===== config.mk =====
export PLATFORM = sky130hd
export DESIGN_NAME = tick_sched
export DESIGN_NICKNAME = d
export VERILOG_FILES = /design/src/rtl/tick_sched_pkg.sv /design/src/rtl/tick_prescaler.sv /design/src/rtl/tick_sched.sv
export SDC_FILE = /design/constraint.sdc
export NUM_CORES = 1
export LEC_CHECK = 0
export ABC_AREA = 1
export BUFFER_PORTS_ARGS = -buffer_cell sky130_fd_sc_hd__buf_2
export CAP_MARGIN = 5
export CELL_PAD_IN_SITES_DETAIL_PLACEMENT = 0
export CELL_PAD_IN_SITES_GLOBAL_PLACEMENT = 1
export CORE_UTILIZATION = 25
export CTS_BUF_LIST = sky130_fd_sc_hd__clkbuf_8 sky130_fd_sc_hd__clkbuf_16
export DETAILED_ROUTE_END_ITERATION = 10
export HOLD_SLACK_MARGIN = 0.08
export PLACE_DENSITY_LB_ADDON = 0.1
export SLEW_MARGIN = 20
export SYNTH_ARGS = -nofsm -noshare
export SYNTH_HDL_FRONTEND = slang
export SYNTH_HIERARCHICAL = 1
export SYNTH_SLANG_ARGS = --single-unit
export TNS_END_PERCENT = 1

===== constraint.sdc =====
create_clock -name clk -period 7.7 [get_ports clk]
set_clock_uncertainty 0.05 [all_clocks]
set_input_delay 0.385 -clock clk [delete_from_list [all_inputs] [get_ports clk]]
set_output_delay 0.385 -clock clk [all_outputs]
set_load 0.05 [all_outputs]

===== src/rtl/tick_sched_pkg.sv =====
// rtl/tick_sched_pkg.sv - shared types and channel helpers for the tick scheduler
package tick_sched_pkg;

  // Channel counters are stored at this width; the top zero-extends CNT_W into it.
  localparam int unsigned CNT_W_MAX = 32;

  typedef enum logic {
    IDLE = 1'b0,
    SCAN = 1'b1
  } sched_state_t;

  typedef enum logic [1:0] {
    OP_STOP     = 2'b00,
    OP_ONESHOT  = 2'b01,
    OP_PERIODIC = 2'b10,
    OP_RSVD     = 2'b11
  } cfg_op_t;

  typedef struct packed {
    logic                 active;
    logic                 periodic;
    logic [CNT_W_MAX-1:0] period;
    logic [CNT_W_MAX-1:0] remaining;
  } chan_t;

  // A channel fires in the scan slot where its countdown sits at 1.
  function automatic logic chan_fires(input chan_t c);
    return c.active && (c.remaining == CNT_W_MAX'(1));
  endfunction

  // State of a channel after its scan slot; remaining never drops below 1 while active.
  function automatic chan_t chan_step(input chan_t c);
    chan_t n;
    n = c;
    if (c.active) begin
      if (c.remaining == CNT_W_MAX'(1)) begin
        if (c.periodic) n.remaining = c.period;
        else            n.active    = 1'b0;
      end else begin
        n.remaining = c.remaining - CNT_W_MAX'(1);
      end
    end
    return n;
  endfunction

endpackage


===== src/rtl/tick_prescaler.sv =====
// rtl/tick_prescaler.sv - free-running divider producing a one-cycle tick every PRESCALE clocks
module tick_prescaler #(
  parameter int unsigned PRESCALE = 50_000_000
) (
  input  logic clk,
  input  logic rst,
  output logic tick
);

  localparam int unsigned CW = (PRESCALE > 1) ? $clog2(PRESCALE) : 1;
  localparam logic [CW-1:0] LAST = CW'(PRESCALE - 1);

  logic [CW-1:0] cnt;

  // Count 0..PRESCALE-1 and wrap.
  always_ff @(posedge clk) begin
    if (rst)              cnt <= '0;
    else if (cnt == LAST) cnt <= '0;
    else                  cnt <= cnt + CW'(1);
  end

  assign tick = (cnt == LAST);

endmodule


===== src/rtl/tick_sched.sv =====
// rtl/tick_sched.sv - multi-channel tick scheduler on a shared timebase; optional TICK_SCHED_HEARTBEAT_EN adds heartbeat
module tick_sched
  import tick_sched_pkg::*;
#(
  parameter int unsigned NCH      = 4,
  parameter int unsigned PRESCALE = 50_000_000,
  parameter int unsigned CNT_W    = 16
) (
  input  logic                    clk,
  input  logic                    rst,
  input  logic                    cfg_valid,
  output logic                    cfg_ready,
  input  logic [$clog2(NCH)-1:0]  cfg_ch,
  input  logic [1:0]              cfg_op,
  input  logic [CNT_W-1:0]        cfg_period,
  output logic                    tick,
  output logic [NCH-1:0]          ch_fire,
  output logic [NCH-1:0]          ch_busy
`ifdef TICK_SCHED_HEARTBEAT_EN
  ,
  output logic                    heartbeat
`endif
);

  localparam int unsigned CH_W = $clog2(NCH);
  localparam logic [CH_W:0] NCH_V   = (CH_W + 1)'(NCH);
  localparam logic [CH_W-1:0] LAST_CH = CH_W'(NCH - 1);

  if (NCH < 2 || NCH > 16) begin : g_bad_nch
    $error("tick_sched: NCH must be within 2..16");
  end
  if (PRESCALE <= NCH + 1) begin : g_bad_prescale
    $error("tick_sched: PRESCALE must exceed NCH+1 so a scan finishes before the next tick");
  end
  if (CNT_W < 1 || CNT_W > CNT_W_MAX) begin : g_bad_cnt_w
    $error("tick_sched: CNT_W out of range");
  end

  sched_state_t    state, state_n;
  logic [CH_W-1:0] idx, idx_n;
  logic            scan_en;
  logic            cfg_fire;
  logic            cfg_in_range;
  cfg_op_t         op;
  chan_t           chans [NCH];

  tick_prescaler #(.PRESCALE(PRESCALE)) u_prescaler (
    .clk  (clk),
    .rst  (rst),
    .tick (tick)
  );

  assign op           = cfg_op_t'(cfg_op);
  assign cfg_fire     = cfg_valid && cfg_ready;
  assign cfg_in_range = ({1'b0, cfg_ch} < NCH_V);

  // FSM state and scan index register.
  always_ff @(posedge clk) begin
    if (rst) begin
      state <= IDLE;
      idx   <= '0;
    end else begin
      state <= state_n;
      idx   <= idx_n;
    end
  end

  // Next state: a tick launches a scan that visits each channel once, one per cycle.
  always_comb begin
    state_n = state;
    idx_n   = idx;
    case (state)
      IDLE: begin
        if (tick) begin
          state_n = SCAN;
          idx_n   = '0;
        end
      end
      SCAN: begin
        if (idx == LAST_CH) begin
          state_n = IDLE;
          idx_n   = '0;
        end else begin
          idx_n = idx + CH_W'(1);
        end
      end
      default: state_n = IDLE;
    endcase
  end

  // Outputs: config is only taken while idle and off the tick; fire is decoded from the visited slot.
  always_comb begin
    cfg_ready = 1'b0;
    scan_en   = 1'b0;
    ch_fire   = '0;
    case (state)
      IDLE: cfg_ready = !tick;
      SCAN: begin
        scan_en      = 1'b1;
        ch_fire[idx] = chan_fires(chans[idx]);
      end
      default: ;
    endcase
  end

  // Channel table: the scan advances one slot per cycle; config writes only land outside scans.
  always_ff @(posedge clk) begin
    if (rst) begin
      for (int i = 0; i < int'(NCH); i++) chans[i] <= '0;
    end else if (scan_en) begin
      chans[idx] <= chan_step(chans[idx]);
    end else if (cfg_fire && cfg_in_range) begin
      case (op)
        OP_ONESHOT, OP_PERIODIC: begin
          if (cfg_period != '0) begin
            chans[cfg_ch] <= '{active:    1'b1,
                               periodic:  (op == OP_PERIODIC),
                               period:    CNT_W_MAX'(cfg_period),
                               remaining: CNT_W_MAX'(cfg_period)};
          end else begin
            chans[cfg_ch].active <= 1'b0;
          end
        end
        OP_STOP: chans[cfg_ch].active <= 1'b0;
        default: ;
      endcase
    end
  end

  // Busy mirrors the stored active bits.
  always_comb begin
    ch_busy = '0;
    for (int i = 0; i < int'(NCH); i++) ch_busy[i] = chans[i].active;
  end

`ifdef TICK_SCHED_HEARTBEAT_EN
  // Toggle once per tick: square wave with period 2*PRESCALE.
  always_ff @(posedge clk) begin
    if (rst)       heartbeat <= 1'b0;
    else if (tick) heartbeat <= ~heartbeat;
  end
`endif

endmodule


# Yosys cells after proc, flatten, opt, wreduce, memory -nomap -nowiden
# Memory sizes are Yosys's and may differ from the RTL's. A register that Yosys moved wholly into a read port is not among the register bits.
# Index checks and enable logic that the tools add are counted.
[word_totals] regBits=29 ramBits=264 output_inout_bits=10 elab_cells=82 n_memories=1
[mem_list] memory="chans" depth=4 width=66 read_ports=5 rd_ports_with_merged_regs=1 write_ports=4 line_no="tick_sched.sv:45" rtl="chan_t chans [NCH];"
[op_classes] addsub=3 n_lt_le_gt_ge=2 n_eq_ne=6 mux=53 bitwise=4 reduce_logical=10
[ops] op="$mux 32" n=5
[ops] op="$mux 66" n=2
[ops] op="$reduce_or 66->1" n=2
[ops] op="$mux 1" n=35
[ops] op="$eq 32x1->1 const B" n=1
[ops] op="$sub 32x1->32 const B" n=1
[ops] op="$add 26x1->26 const B" n=1
[ops] op="$eq 26x26->1 const B" n=1
[ops] op="$reduce_bool 16->1" n=1
[ops] op="$mux 2" n=7
[ops] op="$and 4x4->4" n=1
[ops] op="$eq 2x2->1 const B" n=2
[ops] op="$mux 4" n=1
[ops] op="$pmux 2 s2" n=1
[ops] op="$reduce_or 2->1" n=2
[ops] op="$logic_and 1x1->1" n=3
[ops] op="$lt 2x3->1 const B" n=1
[ops] op="$add 2x1->2 const B" n=1
[ops] op="$demux 1 s2" n=1
[ops] op="$eq 2x1->1 const B" n=1
[ops] op="$ge 2x1->1 const B" n=1
[ops] op="$logic_not 2->1" n=1
[ops] op="$ne 2x2->1 const B" n=1
[ops] op="$or 1x1->1" n=2
[ops] op="other kinds (3)" n=3

# Longest topological paths before layout
# Gate-level depths: netlist of run 1.
[depth] ltp_word=12 ltp_mapped=20

# Cells and area by module
# The synthesis of run 1 kept the hierarchy.
[modules_own_cells] module="tick_sched" instances=1 cells_each=1618 area_each_um2=14278.7 seq_area_each_um2=8027.7
[modules_own_cells] module="tick_prescaler" instances=1 cells_each=219 area_each_um2=1415.1 seq_area_each_um2=520.5

# Least setup slack after synthesis of run 1
# OpenSTA, ideal clock, no wires.
[synth_path] path_kind="register to register" from="reg u_prescaler.cnt[0]" to="mem chans[3][0] (netlist name), enable pin" arrival_time_ps=7078 required_ps=7140 slack_ps=63 path_stages_with_launch=16 n_path_buf=0 synth_period_minus_slack_ps=7637 path_cell_list="dfxtp_1 ha_1 nand2_2 nor2_4 nand2_2 inv_1 nand2_1 nor4_1 nor2_1 inv_1 nor2_1 o21ai_0 o22ai_1 inv_1 nand2_1 a21oi_1"
[synth_lines] element="start: declaration" line_no="tick_prescaler.sv:13" rtl="logic [CW-1:0] cnt;"
[synth_lines] element="start signal: assignment" line_no="tick_prescaler.sv:19" rtl="else cnt <= cnt + CW'(1);"
[synth_lines] element="end: declaration" line_no="tick_sched.sv:45"

==> impl_metrics.tcl, run 1 <==
set metrics [dict create \
    outcome "complete, no violations" \
    syn-cell-area_um2 15700 \
    placedCellCount 2631 \
    final-instance-count-excl-fill 2699 \
    io_pins 33 \
    crit_type "flop to primary output" \
    rsz0062_at_grt "no" \
    antenna_found_initial 0 \
    vias 12400 \
    leakage_nw 6.87 \
    cap_violations 0 \
    worst_slack_ps 2620 \
    cp-end-kind "primary output" \
    vdd_drop_max_v 0.000132 \
    cts_buffers 38 \
    grt_use_total_pct 16.4 \
    fin_crit_sh_pct 65.9 \
    place.gp.congestion 0.780 \
    power.density_nw_per_um2 210 \
    grt_overflow 0 \
    slew_violations 0 \
    syn_inst 1837 \
    ys_types 41 \
    grt_pass1_wl_um 78900 \
    p_total_mw 3.73 \
    fin_crit_ps 5080 \
    via_per_inst 4.58 \
    cp.required_ps 7260 \
    clk_latency_ps 580 \
    cts_root_buf "clkbuf_16" \
    dr.pass1.iters 7 \
    worst_setup_path_start_kind "flop" \
    clockBufferDepth 3 \
    multiInputGateArea_um2 6130 \
    wirelength_um 51400 \
    grt_pass1_vias 12500 \
    setup_viol 0 \
    syn_area_per_cell_um2 8.54 \
    worst_pin_slew_ps 1060 \
    postRouteAntennaNets 0 \
    synth_warnings 6 \
    dp_slack_ps 3080 \
    drcViolationCount 0 \
    layout_common_cells "547 x nand2_1, 304 x nor2_1, 264 x edfxtp_1" \
    cts_sinks 295 \
    ys_seq_area_share_pct 54.5 \
    final_common_cell "nand2_1" \
    hold_class "input port to flop" \
    synth_ff_type "edfxtp_1" \
    core_area_um2 61800 \
    final_nets 1867 \
    avgRoutedWirePerCell_um 19.1 \
    worstPathArrival_ps 4640 \
    drt_iter0_markers 690 \
    antenna_cells 0 \
    clk_pin_slew_ps 50 \
    timing.fmax_mhz 197 \
    cts_setup_buffers 0 \
    hpwl_um 30700 \
    grt_max_degree 70 \
    numPortBuffers 32 \
    die_area_um2 63800 \
    max_slew_margin_pct 29.2 \
    finalSetupTns_ps 0 \
    initial_utilization_pct 25.4 \
    die_y_um 253 \
    hold_viol 0 \
    drive_gt1_share_pct 10.5 \
    async_reset_ff_share_pct 0 \
    synth_edf_count 264 \
    synthesis.nets 1869 \
    die_w_um 253 \
    htreeDepth 2 \
    tritoncts "yes" \
    nFillCells 6711 \
    utilization_pct 28.6 \
    area_growth_syn_to_layout_pct 12.8 \
    critical_path_peak_fanout 69 \
    ys_ff_latch 295 \
    final-seq-area_um2 8550 \
    rows 91 \
]
[worst max-delay path: stages, from the launching register on]
cell and delay (ps):
dfxtp_4 810, inv_4 490, buf_4 490, nand2_1 140, nand3_1 110, nand2_1 210
nand2_2 110, nor2_4 150, nand2_1 70, nor2_2 190, nand2_2 180, inv_2 290
nand3_1 270, nor2_1 170, buf_2 280
[layout make-up]
class	count	share of cell area, %
Tap cell	837	5.92
Sequential cell	295	48.3
Timing Repair Buffer	51	1.72
Multi-Input combinational cell	1311	34.6
Inverter	138	2.95
Clock inverter	27	0.869
Clock buffer	40	5.59
[final timing paths]
kind                                    startpoint            endpoint  slack, ps  cells after the start
worst max-delay path                          flop          ch_fire[3]       2620                     14
worst min-delay path                 cfg_period[8]         chans[3][8]        150                      3
worst max register to register  u_prescaler/cnt[0]        chans[1][42]       3180                     16
worst min register to register  u_prescaler/cnt[0]  u_prescaler/cnt[0]        420                      1
[repair_timing]
action,CTS,global route
endpoints found under the hold margin,3,0
setup endpoints to repair,0,0
hold buffers,1,0
gates resized for setup,0,0
[logic make-up (layout without fill, tap and decap cells)]
group | after synthesis | count (layout) | synth area share [%]
AO/OA/AOI/OAI | 189 | 189 | 7.15
XOR/XNOR | 25 | 25 | 1.40
adder cells (fa/ha/maj) | 9 | 9 | 0.718
buffers and inverters | 231 | 256 | 6.85
flip-flops | 295 | 295 | 54.5
AND/OR/NAND/NOR | 1088 | 1088 | 29.4
[cells in the mapped netlist (all sizes together) (16+ instances only)]
cell type,instances,area share (%)
inv,135,3.2
nand3,141,4.9
o21ai,74,2.4
nand4,16,0.64
a32o,21,1.3
clkbuf,22,0.53
edfxtp,264,51
nand2,594,15
nor2,326,8.5
dfxtp,31,4.0
a21oi,74,2.4
buf,71,3.0
[metrics by stage]
step                      cell area (um2)  hold WS [ps]
final                               17700           145
after global routing                17700           136
after CTS                           17700           117
after detailed placement            16500           405
after global placement              16500           394
after floorplan                     15700           380
[layer usage]
| metal | share of wire (%) | global-route usage [%] | wire length, um | vias to the layer above |
|---|---|---|---|---|
| met5 | 0 | 0 | 0 | - |
| met4 | 1.9 | 4.36 | 987 | 0 |
| met3 | 2.9 | 2.04 | 1490 | 57 |
| met2 | 46 | 26.9 | 23700 | 174 |
| met1 | 49 | 22.8 | 25200 | 6076 |
| li1 | - | - | - | 6050 |
[power breakdown]
| group | total (mW) | internal, mW | leakage (nW) | switching [mW] |
|---|---|---|---|---|
| Combinational | 0.212 | 0.0481 | 3.28 | 0.164 |
| Clock | 1.68 | 0.959 | 0.612 | 0.717 |
| Sequential | 1.84 | 1.82 | 2.98 | 0.0197 |
| Total | 3.73 | 2.82 | 6.87 | 0.901 |
[registers in the layout, summed over array words and instances, names as in the netlist, named ones only]
signal and count:
chans 264, u_prescaler/cnt 26, idx 2, state 1
Note: power is estimated with default switching activity, not from simulation.
==> run 2: changes to the inputs <==
- ABC_AREA: 1 -> 0
- clock period: 7.7 -> 4.7 ns (I/O delays scaled with it)
==> run 2 against run 1 <==
  * Synthesized area shrank 7.9%
  * Sequential cell count stayed put
  * Clock power rose by 59%
  * Count of clock-buffer cells in the layout shrank 3
  * Sequential power rose by 63%
  * First-iteration DRC count shrank 8.3%
  * Global-route usage shrank 0.76 points
  * Sequential share of layout area grew 2.3 points
  * Critical endpoint is now ch_fire[1]
==> impl_metrics.tcl, run 2 <==
set metrics [dict create \
    timing.rr.start "u_prescaler/cnt[0]" \
    wirelength_um 45500 \
    top_register "chans" \
    syn_inst 1176 \
    async_reset_ff_share_pct 0 \
    cp.required_ps 4410 \
    cpLargestDelayFamily "simple AND/OR/NAND/NOR gates" \
    hold_depth 3 \
    grt_pass1_wl_um 68200 \
    grt_pass1_vias 9990 \
    clockBufferDepth 3 \
    path_cells "buf_12 > mux4_2 > nor3_1 > and4_1 > nand3_2 > nor2_1 > and3_1 > buf_2" \
    io_pins 33 \
    vdd_drop_max_v 0.000225 \
    crit_type "flop to primary output" \
    cts_buffers 37 \
    nFillCells 5780 \
    rr_worst_depth 12 \
    synth_top_family_by_area "simple AND/OR/NAND/NOR gates" \
    antenna_found_initial 0 \
    worstPathArrival_ps 4150 \
    min_to "chans[2][65]" \
    clk_latency_ps 570 \
    final_nets 1252 \
    power.density_nw_per_um2 356 \
    cts_sinks 295 \
    drt_iter0_markers 633 \
    fin_crit_sh_pct 94.4 \
    hpwl_um 28800 \
    hold_viol 0 \
    grt_overflow 0 \
    place.gp.congestion 0.744 \
    synthesis.nets 1208 \
    grt_max_degree 56 \
    grt_use_total_pct 15.7 \
    largestRegisters "chans x264, u_prescaler/cnt x26, idx x2" \
    drive_gt1_share_pct 19.7 \
    cp-end-kind "primary output" \
    die_w_um 242 \
    ys_seq_area_share_pct 59.2 \
    synth_area_leaders "edfxtp_1 55%, mux4_2 10%, nor2_1 6.2%" \
    rsz0062_at_grt "no" \
    layout_common_cells "264 x edfxtp_1, 237 x nor2_1, 82 x inv_1" \
    antenna_cells 0 \
    synth_warnings 6 \
    initial_utilization_pct 25.5 \
    clk_pin_slew_ps 60 \
    htreeDepth 2 \
    dr.pass1.iters 6 \
    via_per_inst 4.81 \
    vias 9647 \
    timing.fmax_mhz 225 \
    worst_pin_slew_ps 888 \
    worstPathBufferInverterCount 2 \
    drcViolationCount 0 \
    max_stage_delay_ps 620 \
    final_common_cell "edfxtp_1" \
    cts_root_buf "clkbuf_16" \
    synth_edf_count 264 \
    r2r-end "chans[0][13]" \
    numPortBuffers 32 \
    syn_area_per_cell_um2 12.3 \
    p_total_mw 6.02 \
    largest_register_ffs 264 \
    ys_ff_latch 295 \
    synth_fa_ha_area_share_pct 0.779 \
    synthSimpleGateAreaFrac_pct 15.4 \
    hold_slack_ps 115 \
    area_growth_syn_to_layout_pct 17.0 \
    cts_setup_buffers 0 \
    core_area_um2 56700 \
    avgRoutedWirePerCell_um 22.7 \
    synth_compound_area_share_pct 8.18 \
    tritoncts "yes" \
    min-delay-start "cfg_ch[1]" \
    postRouteAntennaNets 0 \
    max_slew_margin_pct 40.6 \
    syn-cell-area_um2 14500 \
    slew_violations 0 \
    rows 87 \
    fin_crit_ps 4440 \
    leakage_nw 5.85 \
    setup_viol 0 \
    synth_ff_type "edfxtp_1" \
    hold_class "input port to flop" \
    die_area_um2 58800 \
    synth-xor-area-share_pct 0.788 \
    synth.most_common_cell "edfxtp_1" \
    cp_slowest_cell "dfxtp_4" \
    cap_violations 0 \
    die_y_um 242 \
    ys_types 81 \
    outcome "complete, no violations" \
    synth_top_area_share_pct 54.9 \
    worst_setup_path_start_kind "flop" \
    synth_mux_area_share_pct 11.0 \
    yosysTopAreaCell "edfxtp_1" \
    critical_path_peak_fanout 24 \
    synthTopCellsByCount "264 x edfxtp_1, 237 x nor2_1, 74 x inv_1" \
    rrSetupSlack_ps 700 \
]
[run 2: cell types whose count changed after synthesis, moves of 23 or more]
cell	delta
inv_1	-56
nand3_1	-109
nor2_1	-67
o21ai_0	-47
buf_2	-27
nor3_1	+29
nand2_1	-491
mux4_2	+66
nand2_2	-40
a21oi_1	-41
clkbuf_1	+23
[run 2: layout make-up]
type / instances / area (um2) / area share, %
Clock buffer: 37 / 926 / 5.48
Clock inverter: 30 / 191 / 1.13
Inverter: 74 / 278 / 1.64
Multi-Input combinational cell: 726 / 5280 / 31.2
Sequential cell: 295 / 8560 / 50.6
Tap cell: 756 / 946 / 5.60
Timing Repair Buffer: 86 / 728 / 4.31
[run 2: worst max-delay path by stage]
stage                                  start      endpoint  cells after the start
after floorplan           u_prescaler/cnt[0]   chans[1][0]                     10
after global placement                  flop  chans[0][22]                     10
after detailed placement  u_prescaler/cnt[0]  chans[0][11]                     12
after CTS                               flop    ch_fire[0]                      8
after global routing                    flop    ch_fire[1]                      8
final                                   flop    ch_fire[1]                      8
[run 2: cells by family after synthesis]
logic type,count (synthesis)
adder cells (fa/ha/maj),9
XOR/XNOR,13
flip-flops,295
AO/OA/AOI/OAI,166
AND/OR/NAND/NOR,462
multiplexers,76
buffers and inverters,155
[run 2: timing repair]
item | 4_1_cts | 5_1_grt
endpoints found under the hold margin | 37 | 0
endpoints found under the setup margin | 0 | 4
gates resized for setup | 0 | 1
hold buffers | 12 | 0
[run 2: worst register-to-register path, stage by stage (launching register included)]
cell and delay, ps:
dfxtp_1 340, ha_1 260, nand4_1 150, or4b_2 200, nor3_2 80, nor4b_1 550, o21ai_0 330, or3_1 370
a21o_1 190, o21a_1 130, or2_2 360, nand2b_4 370, buf_12 280
[run 2: power breakdown]
part | leakage, nW | switching, mW | total, mW | internal, mW
sequential | 2.98 | 0.0320 | 3.00 | 2.97
clock | 0.578 | 1.17 | 2.67 | 1.50
combinational | 2.29 | 0.242 | 0.347 | 0.106
[run 2: routing by layer]
metal	vias to the layer above	share of wire [%]	track usage, %	wire, um
met2	158	47	25.3	21300
met1	4960	48	21.9	21800
met3	59	3.1	1.97	1390
met4	0	2.3	4.75	1050
li1	4470	-	-	-
met5	-	0	0	0
[run 2: stage by stage]
step                      instances  area [um2]  worst slack, ps  util (%)  setup TNS (ps)
final                          2004       16900              264      29.8               0
after global routing           2004       16900             6.81      29.8               0
after CTS                      2003       16900              112      29.8               0
after detailed placement       1924       15600              680      27.6               0
after global placement         1924       15600              667      27.6               0
after floorplan                1176       14500             -627         -         -102270
==> run 3: changes to the inputs <==
- MAX_ROUTING_LAYER: unset -> met4
==> run 3 against run 2 <==
  * Worst setup slack got worse by 22 ps
  * Wire length fell by 0.11%
  * Clock power barely moved
  * Final cell count did not move
  * Core utilization barely moved
  * Sequential share of layout area barely moved
  * Sequential power barely moved
  * Critical path depth did not move
  * Worst hold slack improved by 1.4 ps
  * Register-to-register slack barely moved
  * Highest routed layer unchanged
==> impl_metrics.tcl, run 3 (synthesis results as in run 2) <==
set metrics [dict create \
    timing.rr.start "u_prescaler/cnt[0]" \
    die_w_um 242 \
    max_slew_margin_pct 41.5 \
    slew_violations 0 \
    postRouteAntennaNets 0 \
    final_common_cell "edfxtp_1" \
    hold_class "input port to flop" \
    cts_sinks 295 \
    fin_crit_ps 4460 \
    final-instance-count-excl-fill 2004 \
    drive_gt1_share_pct 19.7 \
    crit_type "flop to primary output" \
    wirelength_um 45500 \
    final_nets 1252 \
    timing.fmax_mhz 224 \
    cp.required_ps 4410 \
    wl_met3_um 1280 \
    layout_common_cells "264 x edfxtp_1, 237 x nor2_1, 82 x inv_1" \
    area_growth_syn_to_layout_pct 16.9 \
    drt_iter0_markers 677 \
    nFillCells 5779 \
    endpoint "ch_fire[1]" \
    cts_setup_buffers 0 \
    outcome "complete, no violations" \
    rsz0062_at_grt "no" \
    cts_root_buf "clkbuf_16" \
    largest_register_ffs 264 \
    grt_use_total_pct 16.1 \
    hpwl_um 28800 \
    leakage_nw 5.85 \
    placedCellCount 1924 \
    cts_buffers 37 \
    rrSetupSlack_ps 710 \
    initial_utilization_pct 25.5 \
    grt_pass1_vias 9996 \
    worst_pin_slew_ps 874 \
    largestRegisters "chans x264, u_prescaler/cnt x26, idx x2" \
    core_area_um2 56700 \
    grt_overflow 0 \
    worstPathArrival_ps 4170 \
    grt_pass1_wl_um 68200 \
    setup_viol 0 \
    die_area_um2 58800 \
    place.gp.congestion 0.755 \
    wl_met2_um 21300 \
    critical_path_peak_fanout 24 \
    rr_worst_depth 12 \
    power.density_nw_per_um2 356 \
    r2r-end "chans[0][41]" \
    top_register "chans" \
    hold_viol 0 \
    tritoncts "yes" \
    via_per_inst 4.80 \
    vdd_drop_max_v 0.000224 \
    cp-end-kind "primary output" \
    io_pins 33 \
    htreeDepth 2 \
    antenna_cells 0 \
    clk_pin_slew_ps 60 \
    avgRoutedWirePerCell_um 22.7 \
    vias 9628 \
    die_y_um 242 \
    clk_latency_ps 570 \
    numPortBuffers 32 \
    antenna_found_initial 0 \
    cap_violations 0 \
    dr.pass1.iters 5 \
    wl_met1_um 21900 \
    clockBufferDepth 3 \
    grt_max_degree 56 \
    drcViolationCount 0 \
    rows 87 \
    dr.max_layer_used "met4" \
    p_total_mw 6.01 \
    worst_setup_path_start_kind "flop" \
    fin_crit_sh_pct 94.9 \
]
[run 3: changes by cell type in the layout (fill, tap and decap cells not counted)]
| cell | change |
|---|---|
| buf_8 | -1 |
| buf_6 | +1 |
[run 3: metrics by stage]
stage / hold WS [ps] / worst slack (ps) / setup TNS [ps] / util [%] / cell area [um2]
floorplan: 257 / -627 / -102270 / - / 14500
global placement: 407 / 667 / 0 / 27.6 / 15600
detailed placement: 424 / 680 / 0 / 27.6 / 15600
CTS: 81.6 / 112 / 0 / 29.8 / 16900
global route: 104 / 6.89 / 0 / 29.8 / 16900
finish: 116 / 242 / 0 / 29.8 / 16900
[run 3: how the worst min path moves through the flow]
stage                       start                 end  slack (ps)  depth (start not counted)
6_report                cfg_ch[1]        chans[2][65]         120                          3
2_1_floorplan                 rst  u_prescaler/cnt[6]         260                          1
4_1_cts             cfg_period[0]         chans[3][0]          80                          3
3_3_place_gp   u_prescaler/cnt[0]  u_prescaler/cnt[0]         410                          1
5_1_grt            cfg_period[15]        chans[3][15]         100                          3
3_5_place_dp   u_prescaler/cnt[0]  u_prescaler/cnt[0]         420                          1
[run 3: final cells by class]
class	count	area, um2	area share [%]
flip-flops and latches	295	8560	50.6
multi-input cells	726	5280	31.2
well taps	756	946	5.60
clock buffers	37	926	5.48
repair buffers	86	724	4.29
inverters	74	278	1.64
clock inverters	30	191	1.13
[run 3: metal layers]
layer,vias to the layer above,GRT usage (%)
met4,0,4.75
met2,154,25.3
li1,4473,-
met5,-,-
met3,59,1.97
met1,4942,21.9
[run 3: power by group]
group	switching (mW)	internal (mW)	leakage [nW]	total [mW]
Sequential	0.0320	2.97	2.98	3.00
Combinational	0.241	0.105	2.29	0.347
Clock	1.17	1.50	0.578	2.66
Total	1.44	4.57	5.85	6.01
[run 3: repair_timing]
action | CTS | global route
resized for setup | 0 | 1
endpoints found under the setup margin | 0 | 4
hold endpoints to repair | 37 | 0
hold buffers | 12 | 0
[run 3: critical path, cell delays in order (launching register included)]
cell     delay (ps)
dfxtp_4         620
buf_12          310
mux4_2          610
nor3_1          440
and4_1          520
nand3_2         220
nor2_1          410
and3_1          210
buf_2           250
